$ cat config.mk
export PLATFORM = sky130hd
export DESIGN_NAME = seq_detect_ctrl
export DESIGN_NICKNAME = d
export VERILOG_FILES = /design/src/rtl/seq_detect_ctrl.sv
export SDC_FILE = /design/constraint.sdc
export NUM_CORES = 1
export LEC_CHECK = 0
export ABC_CLOCK_PERIOD_IN_PS = 6900
export CAP_MARGIN = 20
export CORE_MARGIN = 2
export CORE_UTILIZATION = 25
export DETAILED_ROUTE_END_ITERATION = 10
export PLACE_DENSITY_LB_ADDON = 0.05
export SLEW_MARGIN = 20
export SYNTH_ARGS = -nofsm -noshare
export SYNTH_HDL_FRONTEND = slang
export SYNTH_SLANG_ARGS = --single-unit
$ cat constraint.sdc
create_clock -name clk -period 6.9 [get_ports clk]
set_input_delay 1.38 -clock clk [delete_from_list [all_inputs] [get_ports clk]]
set_output_delay 1.38 -clock clk [all_outputs]
set_load 0.005 [all_outputs]
$ cat src/rtl/seq_detect_ctrl.sv
// seq_detect_ctrl: run-time configurable serial sequence detector.
// A host loads pattern/length/overlap/target while the block is idle,
// arms it with start, and the block scans the qualified serial stream,
// emitting registered match pulses, a saturating match count and a
// one-cycle done pulse when the target count is reached.
module seq_detect_ctrl #(
  parameter int MAX_LEN = 8,   // maximum pattern length in bits (2..16)
  parameter int LEN_W   = 5,   // width of cfg_len, must hold MAX_LEN
  parameter int CNT_W   = 8    // width of match counter and cfg_target
) (
  input  logic               clk,
  input  logic               reset,
  input  logic               cfg_valid,
  output logic               cfg_ready,
  input  logic [MAX_LEN-1:0] cfg_pattern,
  input  logic [LEN_W-1:0]   cfg_len,
  input  logic               cfg_overlap,
  input  logic [CNT_W-1:0]   cfg_target,
  input  logic               start,
  input  logic               stop,
  input  logic               x,
  input  logic               x_valid,
  output logic               match,
  output logic [CNT_W-1:0]   match_count,
  output logic               busy,
  output logic               done
);

  localparam logic [1:0] S_IDLE = 2'd0;
  localparam logic [1:0] S_RUN  = 2'd1;
  localparam logic [1:0] S_DONE = 2'd2;

  localparam logic [LEN_W-1:0]   LEN_MAX_V   = LEN_W'(MAX_LEN);
  localparam logic [MAX_LEN-1:0] DEF_PATTERN = MAX_LEN'(3'b110);
  localparam logic [LEN_W-1:0]   DEF_LEN     = LEN_W'(3);
  localparam logic [CNT_W-1:0]   CNT_MAX     = '1;

  // Control state and configuration registers
  logic [1:0]         r_state;
  logic [MAX_LEN-1:0] r_pattern;
  logic [LEN_W-1:0]   r_len;
  logic               r_overlap;
  logic [CNT_W-1:0]   r_target;

  // Datapath registers
  logic [MAX_LEN-1:0] r_hist;
  logic [LEN_W-1:0]   r_fill;
  logic [CNT_W-1:0]   r_count;
  logic               r_match;
  logic               r_done;

  // Combinational helpers
  logic               w_cfg_ready;
  logic               w_cfg_load;
  logic [LEN_W-1:0]   w_len_in;
  logic [MAX_LEN-1:0] w_mask;
  logic [MAX_LEN-1:0] w_hist_next;
  logic [LEN_W-1:0]   w_fill_next;
  logic               w_sample;
  logic               w_hit;
  logic [CNT_W-1:0]   w_count_inc;
  logic               w_reach;

  assign w_cfg_ready = (r_state != S_RUN);
  assign w_cfg_load  = cfg_valid && w_cfg_ready;

  // Clamp the requested length into 1..MAX_LEN before it is stored
  always_comb begin
    // NOTE: assign a default before any branch so no path leaves the
    // signal unassigned; otherwise synthesis infers a latch.
    w_len_in = cfg_len;
    if (cfg_len == '0) begin
      w_len_in = LEN_W'(1);
    end else if (cfg_len > LEN_MAX_V) begin
      w_len_in = LEN_MAX_V;
    end
  end

  // Mask selecting the low r_len bits of history and pattern
  always_comb begin
    w_mask = '0;
    for (int i = 0; i < MAX_LEN; i++) begin
      w_mask[i] = (LEN_W'(i) < r_len);
    end
  end

  // A sample only counts in RUN when neither stop nor start overrides it
  assign w_sample    = (r_state == S_RUN) && x_valid && !stop && !start;
  assign w_hist_next = {r_hist[MAX_LEN-2:0], x};
  assign w_fill_next = (r_fill >= r_len) ? r_len : r_fill + LEN_W'(1);
  assign w_hit       = w_sample && (w_fill_next == r_len) &&
                       (((w_hist_next ^ r_pattern) & w_mask) == '0);
  assign w_count_inc = (r_count == CNT_MAX) ? r_count : r_count + CNT_W'(1);
  assign w_reach     = (r_target != '0) && (w_count_inc == r_target);

  // Configuration latch: accepted only while not running
  always_ff @(posedge clk or posedge reset) begin
    if (reset) begin
      r_pattern <= DEF_PATTERN;
      r_len     <= DEF_LEN;
      r_overlap <= 1'b0;
      r_target  <= '0;
    end else if (w_cfg_load) begin
      // NOTE: sequential state uses non-blocking assignments so every
      // flop samples pre-edge values regardless of statement order.
      r_pattern <= cfg_pattern;
      r_len     <= w_len_in;
      r_overlap <= cfg_overlap;
      r_target  <= cfg_target;
    end
  end

  // Control FSM with history, fill, counter and pulse outputs
  always_ff @(posedge clk or posedge reset) begin
    if (reset) begin
      r_state <= S_IDLE;
      r_hist  <= '0;
      r_fill  <= '0;
      r_count <= '0;
      r_match <= 1'b0;
      r_done  <= 1'b0;
    end else begin
      r_match <= 1'b0;
      r_done  <= 1'b0;
      if (stop) begin
        r_state <= S_IDLE;
      end else if (start) begin
        r_state <= S_RUN;
        r_hist  <= '0;
        r_fill  <= '0;
        r_count <= '0;
      end else if (w_sample) begin
        if (w_hit) begin
          r_match <= 1'b1;
          r_count <= w_count_inc;
          if (r_overlap) begin
            r_hist <= w_hist_next;
            r_fill <= w_fill_next;
          end else begin
            r_hist <= '0;
            r_fill <= '0;
          end
          if (w_reach) begin
            r_state <= S_DONE;
            r_done  <= 1'b1;
          end
        end else begin
          r_hist <= w_hist_next;
          r_fill <= w_fill_next;
        end
      end
    end
  end

  assign cfg_ready   = w_cfg_ready;
  assign busy        = (r_state == S_RUN);
  assign match       = r_match;
  assign done        = r_done;
  assign match_count = r_count;

endmodule

=== Yosys cells after proc, flatten, opt, wreduce, memory -nomap -nowiden ===
Index checks and enable logic that the tools add are counted.

* Word-level logic and storage cells: 79
* Register bits: 46
* Output and inout port bits: 12
* Bits of input ports: 29

* Add/subtract/negate cells: 2
* Eq/ne operators: 5
* Reductions and logical operators: 20
* $lt $le $gt $ge: 10
* Muxes and demuxes: 29
* Bitwise logic cells: 3

{| class="wikitable"
|+ Operator list
! cell !! count
|-
| two-way mux 5 bit || 7
|-
| two-way mux 8 bit || 4
|-
| two-way mux 7 bit || 4
|-
| less-than comparator 3 x 5 -> 1 bit (first input constant) || 4
|-
| less-than comparator 1 x 5 -> 1 bit (first input constant) || 2
|-
| less-than comparator 2 x 5 -> 1 bit (first input constant) || 2
|-
| two-way mux 2 bit || 5
|-
| two-way mux 1 bit || 9
|-
| nonzero test 3 bit || 3
|-
| adder 8 x 1 -> 8 bit (second input constant) || 1
|-
| bitwise AND 8 bit || 1
|-
| == test 8 bit || 1
|-
| == test 8 bit (second input constant) || 1
|-
| zero test 8 bit || 1
|-
| nonzero test 8 bit || 1
|-
| bitwise XOR 8 bit || 1
|-
| logical AND 1 bit || 7
|-
| AND reduction 3 bit || 2
|-
| adder 5 x 1 -> 5 bit (second input constant) || 1
|-
| == test 5 bit || 1
|-
| greater-or-equal comparator 5 bit || 1
|-
| > comparator 5 x 4 -> 1 bit (second input constant) || 1
|-
| zero test 5 bit || 1
|-
| nonzero test 2 bit || 2
|-
| 5 further kinds || 6
|}

=== Depth between registers and ports, before layout ===
* Word-level depth: 10
* Gate-level depth with buffers: 10
* Gate-level depth less buffers: 9

=== Worst setup path after synthesis ===
Ideal clock, no wire load.

* Path kind: input to register
* Start: in x_valid
* End: reg r_fill[3]
* Buffers on the path: 1
* Required time: 6,779 ps
* Data arrival time: 2,597 ps
* Library setup time: 121 ps
* Slack: 4,182 ps
* Stages on the path: 8
* Cells stage by stage: and3b_1 > nand3_1 > nand4b_1 > nor3_2 > o21ai_2 > o21ba_2 > buf_6 > a22o_1

* Word-level cells in the longest chain between the ends: 8
* Elaborated cells on any way between the ends: 10

{| class="wikitable"
|+ Ends and longest elaborated chain
! what !! RTL line !! source
|-
| start: declaration || 22 || <nowiki>input logic x_valid,</nowiki>
|-
| logical AND 1 bit * (3 in series) || 88 || <nowiki>assign w_sample = (r_state == S_RUN) && x_valid && !stop && !start;</nowiki>
|-
| logical AND 1 bit (2 in series) || 91 || <nowiki>assign w_hit = w_sample && (w_fill_next == r_len) &&</nowiki>
|-
| two-way mux 5 bit || 133 || <nowiki>if (w_hit) begin</nowiki>
|-
| two-way mux 5 bit || 132 || <nowiki>end else if (w_sample) begin</nowiki>
|-
| two-way mux 5 bit || 127 || <nowiki>end else if (start) begin</nowiki>
|-
| end signal: assignment || 138 || <nowiki>r_fill <= w_fill_next;</nowiki>
|-
| end signal: assignment || 149 || <nowiki>r_fill <= w_fill_next;</nowiki>
|-
| end: declaration || 47 || <nowiki>logic [LEN_W-1:0] r_fill;</nowiki>
|}

Every way passes the cells marked *; elsewhere a longest branch is shown, timed or not. The select of a mux whose other input is x is not followed.
A chain may end at the register's enable or synchronous reset.

=== Worst setup path after layout ===
* Start: in start
* End: reg r_fill[2]

* Word-level cells in the longest chain between the ends: 7
* Elaborated cells on any way between the ends: 9

{| class="wikitable"
|+ Ends and longest elaborated chain
! what !! RTL line !! source
|-
| start: declaration || 19 || <nowiki>input logic start,</nowiki>
|-
| zero test 1 bit || 88 ||
|-
| logical AND 1 bit || 88 ||
|-
| logical AND 1 bit (2 in series) || 91 ||
|-
| two-way mux 5 bit || 133 ||
|-
| two-way mux 5 bit || 132 ||
|-
| two-way mux 5 bit || 127 ||
|}

Several ways; a longest one is shown, not always the timed one. The select of a mux whose other input is x is not followed.

==> results.py <==
metrics = {
    "placement": {
        "place_hpwl_um": 4790,
        "portBuffers": 40,
        "postPlaceCellArea_um2": 3180,
        "place.gp.congestion": 0.693,
    },
    "yosys": {
        "synth_area_leaders": "dfrtp_1, mux2_2, xor2_1, dfstp_2, a22o_1",
        "synth_nets": 296,
        "avgSynthCellArea_um2": 10.3,
        "synth_top_cell_by_area": "dfrtp_1",
        "syn_area_um2": 2670,
        "synth_seq_cells": 46,
        "synth_warnings": 0,
        "yosysSeqAreaShare": 0.433,
        "synth_top_area_frac": 0.393,
        "netlist_instances": 260,
        "yosys.cell_types.count": 53,
    },
    "critical_path": {
        "path_cells": "clkdlybuf4s50_1 > inv_1 > nand3_1 > nand4b_1 > nor3_2 > o21ai_2 > o21ba_2 > a32o_1",
        "r2r-start": "r_len[0]",
        "crit_fanout": 18,
        "start_kind": "primary input",
        "worstSetupPathType": "in -> reg",
        "reg2reg_depth": 8,
        "worstPathArrival_ns": 3.60,
        "cp_slowest_cell": "clkdlybuf4s50_1",
        "r2r_slack_ns": 3.92,
        "critPathRequiredTime_ns": 7.09,
        "reg2reg_to": "r_fill[2]",
        "endpoint_kind": "flip-flop",
        "slowest_delay_ns": 0.49,
    },
    "sta": {
        "rsz0062_at_grt": "no",
        "worst_pin_slew_ns": 0.985,
        "fin_crit_ns": 3.41,
        "slew_headroom": 0.342,
        "setup_viol": 0,
        "finClkSkew_ns": 0.00833,
        "fmax_mhz": 294,
        "maxSlewViolCount": 0,
        "period_share": 0.494,
        "hold_viol_final": 0,
        "finalSetupTns_ns": 0,
    },
    "pwr": {
        "vdd_ir_drop_max_mv": 0.0750,
        "power.leakage_uw": 0.00134,
        "p_per_area_nw_per_um2": 196,
    },
    "floorplanning": {
        "die_h_um": 107,
        "coreArea_um2": 10400,
        "dieArea_um2": 11500,
        "die_w_um": 107,
        "io_pins": 41,
        "initial_core_util": 0.258,
        "rows": 37,
    },
    "cts": {
        "tritoncts": "built",
        "htree_levels": 2,
        "post_cts_hold_buffer_count": 0,
        "ctsRootBufferMaster": "clkbuf_8",
        "clock_path_buffers": 2,
        "cts_buffers": 5,
        "post_cts_buffers": 0,
        "cts_sinks": 46,
        "clock_latency_ns": 0.30,
        "cts-resized-gates": 0,
        "cts.clk_slew.worst_paths_ns": 0.09,
    },
    "outcome": {
        "status": "complete, no violations",
    },
    "routing": {
        "ant_nets": 0,
        "wl_per_cell_um": 15.1,
        "viasPerCell": 4.64,
        "via_count": 2012,
        "remaining_drc_errors": 0,
        "initialDrtViolationCount": 69,
        "dr.pass1.iters": 4,
        "drt-total-wl_um": 6530,
    },
    "finish": {
        "final_common_cell": "dfrtp_1",
        "layout_common_cells": "dfrtp_1, clkdlybuf4s50_1, nand2_1",
        "area_delta_synth_final_pct": 22.5,
        "fin_nets": 333,
        "antenna_cells": 0,
        "drive_gt1_frac": 0.148,
        "final_area_um2": 3270,
    },
    "grt": {
        "grt_max_degree": 47,
        "grt_use_total": 0.121,
        "antenna_found_initial": 0,
        "grt_pass1_wl_um": 11000,
        "grt_pass1_vias": 2043,
        "grt-ovfl-total": 0,
    },
    "min_path": {
        "hold_depth": 1,
        "worstHoldStart": "r_state[1]",
        "hold_end": "r_state[1]",
        "hold_path.class": "reg -> reg",
    },
    "job": {
        "drv_cap": 0,
    },
}
-- cells in the mapped netlist, drive strengths merged --
cell type	instances
a31oi	2
a211oi	3
nand3	12
o31ai	6
ha	7
clkbuf	4
nor2	11
and4	1
nand4	2
a31o	2
a221oi	1
or2	1
a22o	11
o21ai	15
nand2b	3
xnor2	8
and2	1
o21ba	2
nand2	19
nor3	4
a32o	2
a21oi	11
and3	5
a21o	2
xor2	15
o211ai	3
mux2i	2
nor4	4
dfrtp	42
nand4b	1
o41ai	3
a311oi	1
mux2	18
a22oi	1
or3	3
a2bb2oi	3
and3b	1
inv	14
dfstp	4
nand3b	2
buf	8
-- critical path, delay by kind of cell --
family          cells  cell delay (ns)
compound gates      3             0.87
buf+inv             2             0.80
simple gates        3             0.53
-- layer usage --
metal,GRT usage,share of wire
met4,0.0302,0.0078
met2,0.170,0.41
met1,0.186,0.55
met5,0,0
met3,0.0248,0.033
-- stage by stage --
stage / cells / worst slack (ns) / utilization / hold slack, ns / power (uW)
after floorplan: 260 / 4.18 / - / 0.479 / 417
after global placement: 426 / 3.22 / 0.307 / 0.514 / 474
after detailed placement: 426 / 3.14 / 0.307 / 0.516 / 472
after CTS: 434 / 3.45 / 0.316 / 0.533 / 654
after global routing: 434 / 3.27 / 0.316 / 0.550 / 686
final: 434 / 3.49 / 0.316 / 0.527 / 641
-- kinds of logic after synthesis --
logic type               share of synthesized area
AND/OR/NAND/NOR                              0.142
multiplexers                                0.0833
flip-flops                                   0.433
adder cells (fa/ha/maj)                     0.0328
XOR/XNOR                                    0.0754
buffers and inverters                       0.0492
AO/OA/AOI/OAI                                0.184
-- registers in the layout (all words and copies together) (netlist names) --
signal       count
match_count      8
r_pattern        8
r_target         8
r_hist           7
r_fill           5
r_len            5
r_state          2
done             1
match            1
r_overlap        1
-- where the power goes --
part           internal, uW  switching, uW  total [uW]
logic                  71.9           67.6         139
registers               294           30.2         324
clock network          80.8           97.4         178
-- final cells by class --
type | instances | area, um^2
inverter | 14 | 52.6
sequential | 46 | 1160
timing repair buffer | 42 | 415
multi-input combinational | 188 | 1390
fill | 1102 | 7100
clock buffer | 6 | 82.6
tap | 136 | 170
clock inverter | 2 | 12.5
-- how the worst max path moves through the flow --
stage,start,to,slack [ns]
2_1_floorplan,x_valid,r_fill[3],4.18
3_3_place_gp,start,r_fill[2],3.22
3_5_place_dp,start,r_fill[2],3.14
4_1_cts,start,r_fill[2],3.45
5_1_grt,start,r_fill[2],3.27
6_report,start,r_fill[2],3.49
No activity file was read; power rests on OpenSTA's default activity.
